File: src/rtl/clock_set_ctrl_pkg.sv
// rtl/clock_set_ctrl_pkg.sv - shared clock package: counter widths, limits and set-mode state encoding
package clock_set_ctrl_pkg;

   localparam int SEC_W  = 6;
   localparam int MIN_W  = 6;
   localparam int HR_W   = 5;
   localparam int MODE_W = 3;

   localparam logic [SEC_W-1:0] SEC_MAX = 6'd59;
   localparam logic [MIN_W-1:0] MIN_MAX = 6'd59;

   typedef enum logic [MODE_W-1:0] {
      ST_RUN     = 3'd0,
      ST_SET_HR  = 3'd1,
      ST_SET_MIN = 3'd2,
      ST_ALM_HR  = 3'd3,
      ST_ALM_MIN = 3'd4
   } state_t;

   function automatic state_t next_mode_state(input state_t s);
      case (s)
         ST_RUN:     return ST_SET_HR;
         ST_SET_HR:  return ST_SET_MIN;
         ST_SET_MIN: return ST_ALM_HR;
         ST_ALM_HR:  return ST_ALM_MIN;
         default:    return ST_RUN;
      endcase
   endfunction

   function automatic logic is_set_state(input state_t s);
      return (s == ST_SET_HR) || (s == ST_SET_MIN) ||
             (s == ST_ALM_HR) || (s == ST_ALM_MIN);
   endfunction

endpackage

File: src/rtl/set_timeout_timer.sv
// rtl/set_timeout_timer.sv - set-mode inactivity counter, saturating at TIMEOUT_S
module set_timeout_timer #(
   parameter int TIMEOUT_S = 10
) (
   input  logic clk,
   input  logic reset,
   input  logic clr,
   input  logic tick,
   output logic expired
);

   localparam int CW = $clog2(TIMEOUT_S + 1);

   logic [CW-1:0] cnt;

   always_ff @(posedge clk or posedge reset) begin
      if (reset) begin
         cnt <= '0;
      end else if (clr) begin
         cnt <= '0;
      end else if (tick && (cnt != CW'(TIMEOUT_S))) begin
         cnt <= cnt + CW'(1);
      end
   end

   assign expired = (cnt == CW'(TIMEOUT_S));

endmodule

File: src/rtl/clock_set_ctrl.sv
// rtl/clock_set_ctrl.sv - time/alarm set-mode FSM and registered counter-enable generation
import clock_set_ctrl_pkg::*;

module clock_set_ctrl #(
   parameter int HR_N      = 24,
   parameter int TIMEOUT_S = 10
) (
   input  logic             clk,
   input  logic             reset,
   input  logic             tick_1hz,
   input  logic             btn_mode,
   input  logic             btn_up,
   input  logic             btn_down,
   input  logic [SEC_W-1:0] sec_cnt,
   input  logic [MIN_W-1:0] min_cnt,
   input  logic [HR_W-1:0]  hr_cnt,
   output logic             sec_en,
   output logic             min_en,
   output logic             hr_en,
   output logic             alm_min_en,
   output logic             alm_hr_en,
   output logic             up_down,
   output logic [2:0]       mode
);

   state_t state, state_nx;
   logic   sec_nx, min_nx, hr_nx, alm_min_nx, alm_hr_nx, up_down_nx;
   logic   up_only, down_only, any_btn;
   logic   timer_clr, timer_tick, expired;

   // The hour counter wraps itself at HR_N-1, so neither hr_cnt nor HR_N gates anything here.
   logic   unused_hr;
   assign unused_hr = (^hr_cnt) ^ HR_N[0];

   assign up_only   = btn_up & ~btn_down;
   assign down_only = btn_down & ~btn_up;
   assign any_btn   = btn_mode | btn_up | btn_down;

   always_comb begin
      state_nx   = state;
      sec_nx     = 1'b0;
      min_nx     = 1'b0;
      hr_nx      = 1'b0;
      alm_min_nx = 1'b0;
      alm_hr_nx  = 1'b0;
      up_down_nx = up_down;

      if (btn_mode) begin
         state_nx = next_mode_state(state);
      end

      case (state)
         ST_RUN: begin
            if (tick_1hz) begin
               sec_nx     = 1'b1;
               up_down_nx = 1'b1;
               if (sec_cnt == SEC_MAX) begin
                  min_nx = 1'b1;
                  hr_nx  = (min_cnt == MIN_MAX);
               end
            end
         end
         ST_SET_HR, ST_SET_MIN, ST_ALM_HR, ST_ALM_MIN: begin
            if (!btn_mode) begin
               if (up_only || down_only) begin
                  up_down_nx = up_only;
                  case (state)
                     ST_SET_HR:  hr_nx      = 1'b1;
                     ST_SET_MIN: min_nx     = 1'b1;
                     ST_ALM_HR:  alm_hr_nx  = 1'b1;
                     default:    alm_min_nx = 1'b1;
                  endcase
               end else if (expired && !(btn_up || btn_down)) begin
                  // Any press in the expiry cycle, even a cancelled up+down pair, keeps set mode.
                  state_nx = ST_RUN;
               end
            end
         end
         default: begin
            state_nx = ST_RUN;
         end
      endcase
   end

   assign timer_clr  = any_btn | (state_nx != state);
   assign timer_tick = tick_1hz & is_set_state(state);

   set_timeout_timer #(
      .TIMEOUT_S(TIMEOUT_S)
   ) u_timeout (
      .clk    (clk),
      .reset  (reset),
      .clr    (timer_clr),
      .tick   (timer_tick),
      .expired(expired)
   );

   always_ff @(posedge clk or posedge reset) begin
      if (reset) begin
         state      <= ST_RUN;
         sec_en     <= 1'b0;
         min_en     <= 1'b0;
         hr_en      <= 1'b0;
         alm_min_en <= 1'b0;
         alm_hr_en  <= 1'b0;
         up_down    <= 1'b1;
      end else begin
         state      <= state_nx;
         sec_en     <= sec_nx;
         min_en     <= min_nx;
         hr_en      <= hr_nx;
         alm_min_en <= alm_min_nx;
         alm_hr_en  <= alm_hr_nx;
         up_down    <= up_down_nx;
      end
   end

   assign mode = state;

endmodule

File: config.mk
export PLATFORM = sky130hd
export DESIGN_NAME = clock_set_ctrl
export DESIGN_NICKNAME = d
export VERILOG_FILES = /design/src/rtl/clock_set_ctrl_pkg.sv /design/src/rtl/set_timeout_timer.sv /design/src/rtl/clock_set_ctrl.sv
export SDC_FILE = /design/constraint.sdc
export NUM_CORES = 1
export LEC_CHECK = 0
export CORE_AREA = 4 4 48 50
export CTS_BUF_LIST = sky130_fd_sc_hd__clkbuf_4
export CTS_CLUSTER_SIZE = 28
export DETAILED_ROUTE_END_ITERATION = 8
export DIE_AREA = 0 0 52 54
export PLACE_DENSITY = 0.86
export SLEW_MARGIN = 20
export SYNTH_ARGS = -nofsm -noshare
export SYNTH_HDL_FRONTEND = slang
export SYNTH_HIERARCHICAL = 1
export SYNTH_SLANG_ARGS = --single-unit
File: constraint.sdc
create_clock -name clk -period 2.3 [get_ports clk]
set_input_delay 0.575 -clock clk [delete_from_list [all_inputs] [get_ports clk]]
set_output_delay 0.575 -clock clk [all_outputs]
set_load 0.01 [all_outputs]
======== After elaboration in Yosys (flattened, before gate mapping) ========
Index checks and enable logic that the tools add are counted.
Widths: inputs -> output; s select.
storage, ports and cells
  register bits after elaboration ......... 13
  bits of input ports ..................... 23
cells by class
  add/sub/neg operators ................... 1
  equality and inequality tests ........... 12
  muxes and demuxes ....................... 34
  bitwise gates (word level) .............. 8
  reductions and logical operators ........ 14
operator list
  kind                 number
  $mux 1               23
  $eq 6x6->1 const B   2
  $mux 3               4
  $pmux 3 s4           1
  $mux 4               2
  $eq 3x2->1 const B   2
  $ne 2x2->1 const B   3
  $pmux 1 s2           3
  $pmux 3 s2           1
  $logic_or 1x1->1     5
  $add 4x1->4 const B  1
  $eq 4x4->1 const B   1
  $ne 4x4->1 const B   1
  $reduce_and 4->1     1
  $reduce_bool 2->1    2
  $reduce_or 4->1      1
  $and 1x1->1          3
  $eq 3x1->1 const B   1
  $eq 3x3->1 const B   1
  $logic_not 3->1      1
  $ne 3x3->1           1
  $or 1x1->1           3
  $reduce_or 3->1      1
  $logic_and 1x1->1    2
  2 further kinds      3

======== Logic depth before layout (Yosys ltp) ========
Gate-level depths: netlist of run 1.
  depth after elaboration ................. 10
  depth in mapped cells ................... 8
  gate-level depth less buffers ........... 8

======== Cells and area by module ========
The synthesis of run 1 kept the hierarchy.
modules (own cells, without submodules)
  module             instances  cells each  area an instance (um^2)  seq. area each (um^2)
  clock_set_ctrl     1          53          536.8                    226.5
  set_timeout_timer  1          22          232.7                    100.1

======== Least setup slack after synthesis of run 1 ========
No wires, ideal clock.
  kind .................................... input-to-reg
  start point ............................. input port btn_down
  end point ............................... register u_timeout.cnt[1]
  setup time .............................. 99 ps
  arrival time ............................ 1746 ps
  data required time ...................... 2201 ps
  setup slack ............................. 455 ps
  stages on the path ...................... 6
  cells stage by stage .................... inv_1 -> ha_1 -> nand3b_1 -> a21oi_1 -> or4_1 -> a311oi_1
between the ends
  longest elaborated chain between the ends .. 10
RTL lines
  what                                                RTL line                 text
  start, declared                                     clock_set_ctrl.sv:13     input logic btn_down,
  $logic_or 1x1->1                                    clock_set_ctrl.sv:73     end else if (expired && !(btn_up || btn_down)) begin
  $logic_not 1->1                                     clock_set_ctrl.sv:73
  $logic_and 1x1->1                                   clock_set_ctrl.sv:73
  $mux 3                                              clock_set_ctrl.sv:73
  $mux 3                                              clock_set_ctrl.sv:65     if (up_only || down_only) begin
  $mux 3                                              clock_set_ctrl.sv:64     if (!btn_mode) begin
  $pmux 3 s2                                          clock_set_ctrl.sv:52     case (state)
  $ne 3x3->1                                          clock_set_ctrl.sv:85     assign timer_clr = any_btn | (state_nx != state);
  $or 1x1->1 (*)                                      clock_set_ctrl.sv:85
  net timer_clr                                       clock_set_ctrl.sv:29     logic timer_clr, timer_tick, expired;
  $mux 4 / $reduce_bool 2->1 (equally long branches)  n/a
  end signal, assigned                                set_timeout_timer.sv:22  cnt <= cnt + CW'(1);
  end, declared                                       set_timeout_timer.sv:14  logic [CW-1:0] cnt;
The timed path passes the listed nets; every way through them passes the cells marked *.
A chain may end at the register's enable or synchronous reset.

======== Worst setup path after layout of run 1 ========
  start point ............................. input port btn_up
  end point ............................... register u_timeout.cnt[1]
between the ends
  longest elaborated chain between the ends .. 10
RTL lines
  what                                                RTL line              text
  start, declared                                     clock_set_ctrl.sv:12  input logic btn_up,
  $logic_or 1x1->1                                    clock_set_ctrl.sv:73
  $logic_not 1->1                                     clock_set_ctrl.sv:73
  $logic_and 1x1->1                                   clock_set_ctrl.sv:73
  $mux 3                                              clock_set_ctrl.sv:73
  $mux 3                                              clock_set_ctrl.sv:65
  $mux 3                                              clock_set_ctrl.sv:64
  $pmux 3 s2                                          clock_set_ctrl.sv:52
  $ne 3x3->1                                          clock_set_ctrl.sv:85
  $or 1x1->1 (*)                                      clock_set_ctrl.sv:85
  net timer_clr                                       clock_set_ctrl.sv:29
  $mux 4 / $reduce_bool 2->1 (equally long branches)  n/a
Marks and branches as above.

==> impl_metrics.py, run 1 <==
metrics = {
    "power": {
        "power_density_nw_per_um2": 764,
        "power_leakage_nw": 0.522,
        "vdd_drop_max_mv": 0.383,
        "power.total_w": 0.000858,
    },
    "hold_path": {
        "hp-class": "in2async",
    },
    "clocking": {
        "cts.sinks": 13,
        "cts-resized-gates": 0,
        "cts-buffers-inserted": 3,
        "cts_tree": "yes",
        "postCtsSetupRepairBufs": 0,
        "path_clk_slew_ns": 0.07,
        "hold_buffers": 0,
        "clock_latency_ns": 0.27,
        "cts-root-buf": "clkbuf_4",
        "h-tree-depth": 1,
        "clk_path_buf_depth": 2,
    },
    "logic_synthesis": {
        "synth-seq-cells": 13,
        "synth_cell_types": 36,
        "synthesis.area_um2": 769,
        "synth-main-ff-cell": "dfrtp_1",
        "yosysWarnings": 6,
        "syn_area_per_cell_um2": 10.3,
        "synthCells": 75,
        "synth_seq_area_share": 0.424,
        "synth_nets": 102,
        "synth_edf_count": 0,
        "async_flop_share": 1.00,
    },
    "die": {
        "coreArea_um2": 1900,
        "die_x_um": 52,
        "die_area_um2": 2810,
        "start_util": 0.405,
        "ios": 32,
        "row_count": 16,
        "die_height_um": 54,
    },
    "setup_path": {
        "crit_fanout": 3,
        "worstPathArrival_ns": 2.29,
        "end_kind": "flop",
        "critPathTopFamily": "simple AND/OR/NAND/NOR gates",
        "crit_path_cell_trace": "clkdlybuf4s50_1 -> inv_1 -> ha_1 -> nand3b_1 -> a21oi_1 -> or4_1 -> a311oi_1",
        "path_buf_inv": 2,
        "cp_slowest_cell": "clkdlybuf4s50_1",
        "cp.required_ns": 2.47,
        "path_class": "in2reg",
        "critPathMaxStageDelay_ns": 0.48,
        "critPathLaunchType": "input pin",
    },
    "timing": {
        "layout_min_cycle_time_ns": 2.12,
        "min_period_over_period": 0.922,
        "rsz0062_at_grt": "no",
        "finalMaxSlewViolations": 0,
        "setup_viol_count_final": 0,
        "clock.fmax_mhz": 471,
        "maxSlewHeadroom": 0.694,
        "holdWs_ns": 0.518,
        "finalHoldViolations": 0,
        "fin_worst_skew_ns": 0.000594,
        "tightest_slew_ns": 0.459,
    },
    "place": {
        "gp_congestion": 0.745,
        "hpwl_um": 1440,
        "port_buffers": 26,
        "dp_cells": 132,
    },
    "global_route": {
        "grt_pass1_wl_um": 3020,
        "grt_max_degree": 14,
        "overflow": 0,
        "track_usage": 0.142,
        "grt_antenna_before_repair": 0,
        "first_global_vias": 714,
    },
    "routing": {
        "drtPass1Iterations": 4,
        "vias": 686,
        "ant_nets": 0,
        "drt_wl_total_um": 1760,
        "drc_errors": 0,
        "drt_iter0_drc": 13,
        "post_drt_wl_per_cell_um": 12.9,
        "viasPerCell": 5.04,
    },
    "run": {
        "maxCapViolCount": 0,
    },
    "cells_and_area": {
        "drive_gt1_frac": 0.165,
        "insertedDiodeCount": 0,
        "fillers": 165,
        "area_growth_syn_to_layout_pct": 45.9,
        "final-instance-count-excl-fill": 136,
        "layout.nets": 137,
    },
    "outcome": {
        "status": "complete, no violations",
    },
}
kinds of logic after synthesis:
group / synth area share
adders and majority gates: 0.0650
and+or+nand+nor: 0.281
buffers and inverters: 0.0602
AOI/OAI and AO/OA: 0.158
xor gates and xnor gates: 0.0114
DFF: 0.424
registers in the layout, indices dropped and copies added (netlist names):
name and count:
alm_min_en 1, alm_hr_en 1, mode 3, min_en 1, u_timeout/cnt 4, hr_en 1, sec_en 1, up_down 1
cell usage in the layout (no fill, tap or decap):
master           Yosys  layout
ha_1                 4       4
nand2b_1             3       3
a22oi_1              1       1
nor2b_1              1       1
o21a_1               1       1
nand3_1              3       3
nor3_2               1       1
nand3b_4             1       1
o21ai_1              1       1
nor2_4               1       1
nand2_1              3       3
clkdlybuf4s50_1      0      26
o21ai_0              2       2
dfrtp_1             12      12
o31ai_1              1       1
dfstp_2              1       1
nand3b_1             2       2
a21o_2               1       1
nor3_1               1       1
or3b_1               1       1
and3b_2              1       1
buf_4                0       6
and4_1               1       1
inv_1                8       8
and4b_1              3       3
a31oi_1              1       1
a21oi_1              5       5
a311oi_1             2       2
nand4b_1             1       1
a21oi_2              1       1
or4_1                1       1
o2111ai_1            2       2
clkbuf_4             0       4
xor2_1               1       1
nor2_1               2       2
nand3_2              1       1
nand4_1              2       2
metrics by stage:
stage	TNS, ns	cell area (µm²)	util	worst slack [ns]
after floorplan	0	769	-	0.455
after global placement	-0.206	1090	0.574	-0.0720
after detailed placement	-0.285	1090	0.574	-0.110
after CTS	0	1120	0.590	0.165
after global routing	0	1120	0.590	0.0866
final	0	1120	0.590	0.178
final timing paths:
path | from | end | slack, ns | depth (start not counted)
setup / recovery | btn_up | u_timeout/cnt[1] | 0.18 | 7
hold / removal | reset | u_timeout/cnt[3] | 0.52 | 2
setup reg to reg | u_timeout/cnt[0] | u_timeout/cnt[1] | 0.47 | 8
hold reg to reg | u_timeout/cnt[2] | u_timeout/cnt[2] | 0.57 | 2
max in group asynchronous | reset | up_down | 1.42 | 2
min in group clk | u_timeout/cnt[2] | u_timeout/cnt[2] | 0.57 | 2
power by group:
part           switching (W)  internal (W)
registers          0.0000971      0.000280
clock network      0.0000693     0.0000789
logic               0.000140      0.000192
total               0.000307      0.000551
cells in the mapped netlist (2+ instances only):
cell type | number | share of area
ha_1 | 4 | 0.065
nand4_1 | 2 | 0.016
dfrtp_1 | 12 | 0.39
nand3b_1 | 2 | 0.020
a311oi_1 | 2 | 0.023
nand2_1 | 3 | 0.015
nand3_1 | 3 | 0.020
inv_1 | 8 | 0.039
o2111ai_1 | 2 | 0.023
a21oi_1 | 5 | 0.033
and4b_1 | 3 | 0.039
o21ai_0 | 2 | 0.013
nand2b_1 | 3 | 0.024
nor2_1 | 2 | 0.0098
layer usage:
layer	share of wire	vias to the layer above	track usage
met2	0.54	15	0.276
met3	0.022	2	0.00831
li1	-	342	-
met5	0	-	0
met4	0.0080	0	0.0655
met1	0.43	327	0.157
layout make-up:
cell class | count | area (µm²) | share of cell area
multi-input cells | 52 | 397 | 0.353
repair buffers | 32 | 305 | 0.272
flip-flops and latches | 13 | 327 | 0.291
well taps | 27 | 33.8 | 0.0301
inverters | 8 | 30.0 | 0.0268
clock buffers | 4 | 30.0 | 0.0268
worst register-to-register path: stages (launching register included):
cell and delay, ns:
dfrtp_1 0.38, inv_1 0.08, ha_1 0.23, nand3b_4 0.11, inv_1 0.05, nand3b_1 0.09, a21oi_1 0.07, or4_1 0.46
a311oi_1 0.24
No activity file was read; power rests on OpenSTA's default activity.
==> run 2: changes to the inputs <==
- ABC_AREA: not set -> 1
- PLACE_DENSITY: 0.86 -> 0.88
==> run 2 against run 1 <==
Net effect: first-iteration DRC count up 77%; utilization shrank 0.066 points; global-route usage is 0.39 points higher; sequential power shrank 14%; final area down 0.11%; fmax increased by 4.3%; wire length grew 4.8%; worst setup slack improved by 0.087 ns; clock power is essentially flat; worst hold slack worse by 0.028 ns; critical endpoint unchanged; largest cell class unchanged.
==> impl_metrics.py, run 2 <==
metrics = {
    "outcome": {
        "status": "complete, no violations",
    },
    "cells_and_area": {
        "insertedDiodeCount": 0,
        "mostFrequentLayoutCells": "nand2_1, clkdlybuf4s50_1, inv_1, nor2_1, dfrtp_1",
        "regMostFlops": "u_timeout/cnt",
        "final_common_cell": "nand2_1",
        "largest_reg_flops": 4,
        "layout.nets": 169,
        "area_growth_syn_to_layout_pct": 40.0,
        "drive_gt1_frac": 0.113,
        "final_area_um2": 1120,
    },
    "place": {
        "place_ws_ns": 0.000878,
        "gp_congestion": 0.790,
        "hpwl_um": 1470,
        "port_buffers": 26,
        "placed_area_um2": 1090,
    },
    "timing": {
        "setup_viol_count_final": 0,
        "tns_ns": 0,
        "tightest_slew_ns": 0.372,
        "layout_min_cycle_time_ns": 2.04,
        "clock.fmax_mhz": 491,
        "finalMaxSlewViolations": 0,
        "fin_worst_skew_ns": 0.000821,
        "rsz0062_at_grt": "no",
        "min_period_over_period": 0.885,
        "finalHoldViolations": 0,
        "worst_slack_ns": 0.265,
        "maxSlewHeadroom": 0.751,
    },
    "clocking": {
        "clk_path_buf_depth": 2,
        "cts-root-buf": "clkbuf_4",
        "cts_tree": "yes",
        "path_clk_slew_ns": 0.08,
        "clock_latency_ns": 0.27,
        "cts-resized-gates": 0,
        "h-tree-depth": 1,
        "cts.sinks": 13,
        "hold_buffers": 0,
        "postCtsSetupRepairBufs": 0,
        "cts-buffers-inserted": 3,
    },
    "setup_path": {
        "r2r_start": "mode[1]",
        "crit_start": "btn_down",
        "crit_fanout": 6,
        "end_kind": "flop",
        "r2r-end": "u_timeout/cnt[3]",
        "cp.required_ns": 2.51,
        "rrSetupSlack_ns": 0.43,
        "critPathLaunchType": "input pin",
        "worstPathArrival_ns": 2.25,
        "crit_end": "u_timeout/cnt[1]",
        "path_class": "in2reg",
        "r2r_cells": 10,
    },
    "logic_synthesis": {
        "yosysMostFrequentCell": "nand2_1",
        "synth_common_cells": "nand2_1, inv_1, nor2_1, dfrtp_1, nand3_1",
        "yosys.area.top_type": "dfrtp_1",
        "synth_nets": 138,
        "synth-seq-cells": 13,
        "synth_edf_count": 0,
        "synth_cell_types": 20,
        "yosysWarnings": 6,
        "syn_area_per_cell_um2": 7.21,
        "netlist.area_leader.share": 0.375,
        "async_flop_share": 1.00,
        "synth_seq_area_share": 0.408,
        "synth-main-ff-cell": "dfrtp_1",
        "synthCells": 111,
        "synthTopCellsByArea": "dfrtp_1, nand2_1, inv_1",
        "synthesis.area_um2": 801,
    },
    "die": {
        "start_util": 0.421,
        "row_count": 16,
        "die_x_um": 52,
        "die_area_um2": 2810,
        "coreArea_um2": 1900,
        "die_height_um": 54,
        "ios": 32,
    },
    "global_route": {
        "grt_max_degree": 11,
        "grt_antenna_before_repair": 0,
        "grt_pass1_wl_um": 3060,
        "first_global_vias": 786,
        "track_usage": 0.146,
        "overflow": 0,
    },
    "power": {
        "p_clk_frac": 0.177,
        "power_leakage_nw": 0.566,
        "combPwrFrac": 0.444,
        "p_sw_w": 0.000331,
        "power_density_nw_per_um2": 764,
        "p_int_w": 0.000526,
        "switching_share": 0.386,
        "seq_power_share": 0.380,
        "vdd_drop_max_mv": 0.344,
    },
    "hold_path": {
        "hp-class": "reg2reg",
    },
    "routing": {
        "drt_iter0_drc": 23,
        "drtPass1Iterations": 5,
        "ant_nets": 0,
        "viasPerCell": 4.85,
        "drc_errors": 0,
        "drt_wl_total_um": 1840,
        "post_drt_wl_per_cell_um": 11.0,
        "vias": 815,
    },
    "run": {
        "maxCapViolCount": 0,
    },
}
run 2: cell types whose count changed after synthesis, moves of 3 or more:
cell	previous run	this run
nor2_1	2	13
inv_1	8	19
and4b_1	3	0
nand2_2	0	4
nand2b_1	3	0
inv_2	0	4
nand3_1	3	9
nand2_1	3	27
a21oi_1	5	2
run 2: cell type report:
cell class	count	area [µm²]
inverters	23	86.3
multi-input cells	74	377
repair buffers	27	268
flip-flops and latches	13	327
well taps	27	33.8
clock buffers	4	30.0
fillers	156	781
run 2: worst min path at each step:
stage / endpoint / cells past startpoint / start
after floorplan: u_timeout/cnt[0] / 1 / reset
after global placement: up_down / 2 / up_down
after CTS: up_down / 2 / up_down
final: up_down / 2 / up_down
after global routing: u_timeout/cnt[1] / 2 / reset
after detailed placement: up_down / 2 / up_down
run 2: metrics by stage:
step                total power [W]  hold slack, ns   util  instances
floorplan                  0.000550           0.341      -        111
global placement           0.000681           0.474  0.574        164
detailed placement         0.000703           0.479  0.574        164
CTS                        0.000856           0.491  0.589        168
global route               0.000914           0.515  0.589        168
finish                     0.000856           0.490  0.589        168
run 2: worst max-delay path: stages:
cell             delay, ns
clkdlybuf4s50_1       0.48
inv_1                 0.06
ha_1                  0.27
inv_1                 0.05
nand3_1               0.13
nand4_1               0.13
a21oi_1               0.16
nand2_1               0.07
inv_1                 0.14
nand4_1               0.12
nand2_1               0.08
run 2: routing by layer:
layer	track usage	routed length, µm
met5	0	0
met4	0.0786	41
met3	0.0249	80
met2	0.278	966
met1	0.152	753
run 2: logic make-up after synthesis:
kind of cell               after synthesis  synth area share
DFF                                     13             0.408
adders and majority gates                4            0.0625
buffers and inverters                   24             0.122
AOI/OAI and AO/OA                        8            0.0531
and+or+nand+nor                         62             0.355
run 2: power by group through the flow:
stage	Clock, W	Sequential, W	Combinational [W]
4_1_cts	0.000152	0.000324	0.000380
3_5_place_dp	0	0.000329	0.000374
3_3_place_gp	0	0.000327	0.000355
2_1_floorplan	0	0.000335	0.000215
5_1_grt	0.000168	0.000333	0.000413
6_report	0.000151	0.000325	0.000380
==> run 3: changes to the inputs <==
- HOLD_SLACK_MARGIN: not set -> 0.03
==> results of run 3 <==
Same layout as run 2: the final DEF is identical, and so are final timing and power.
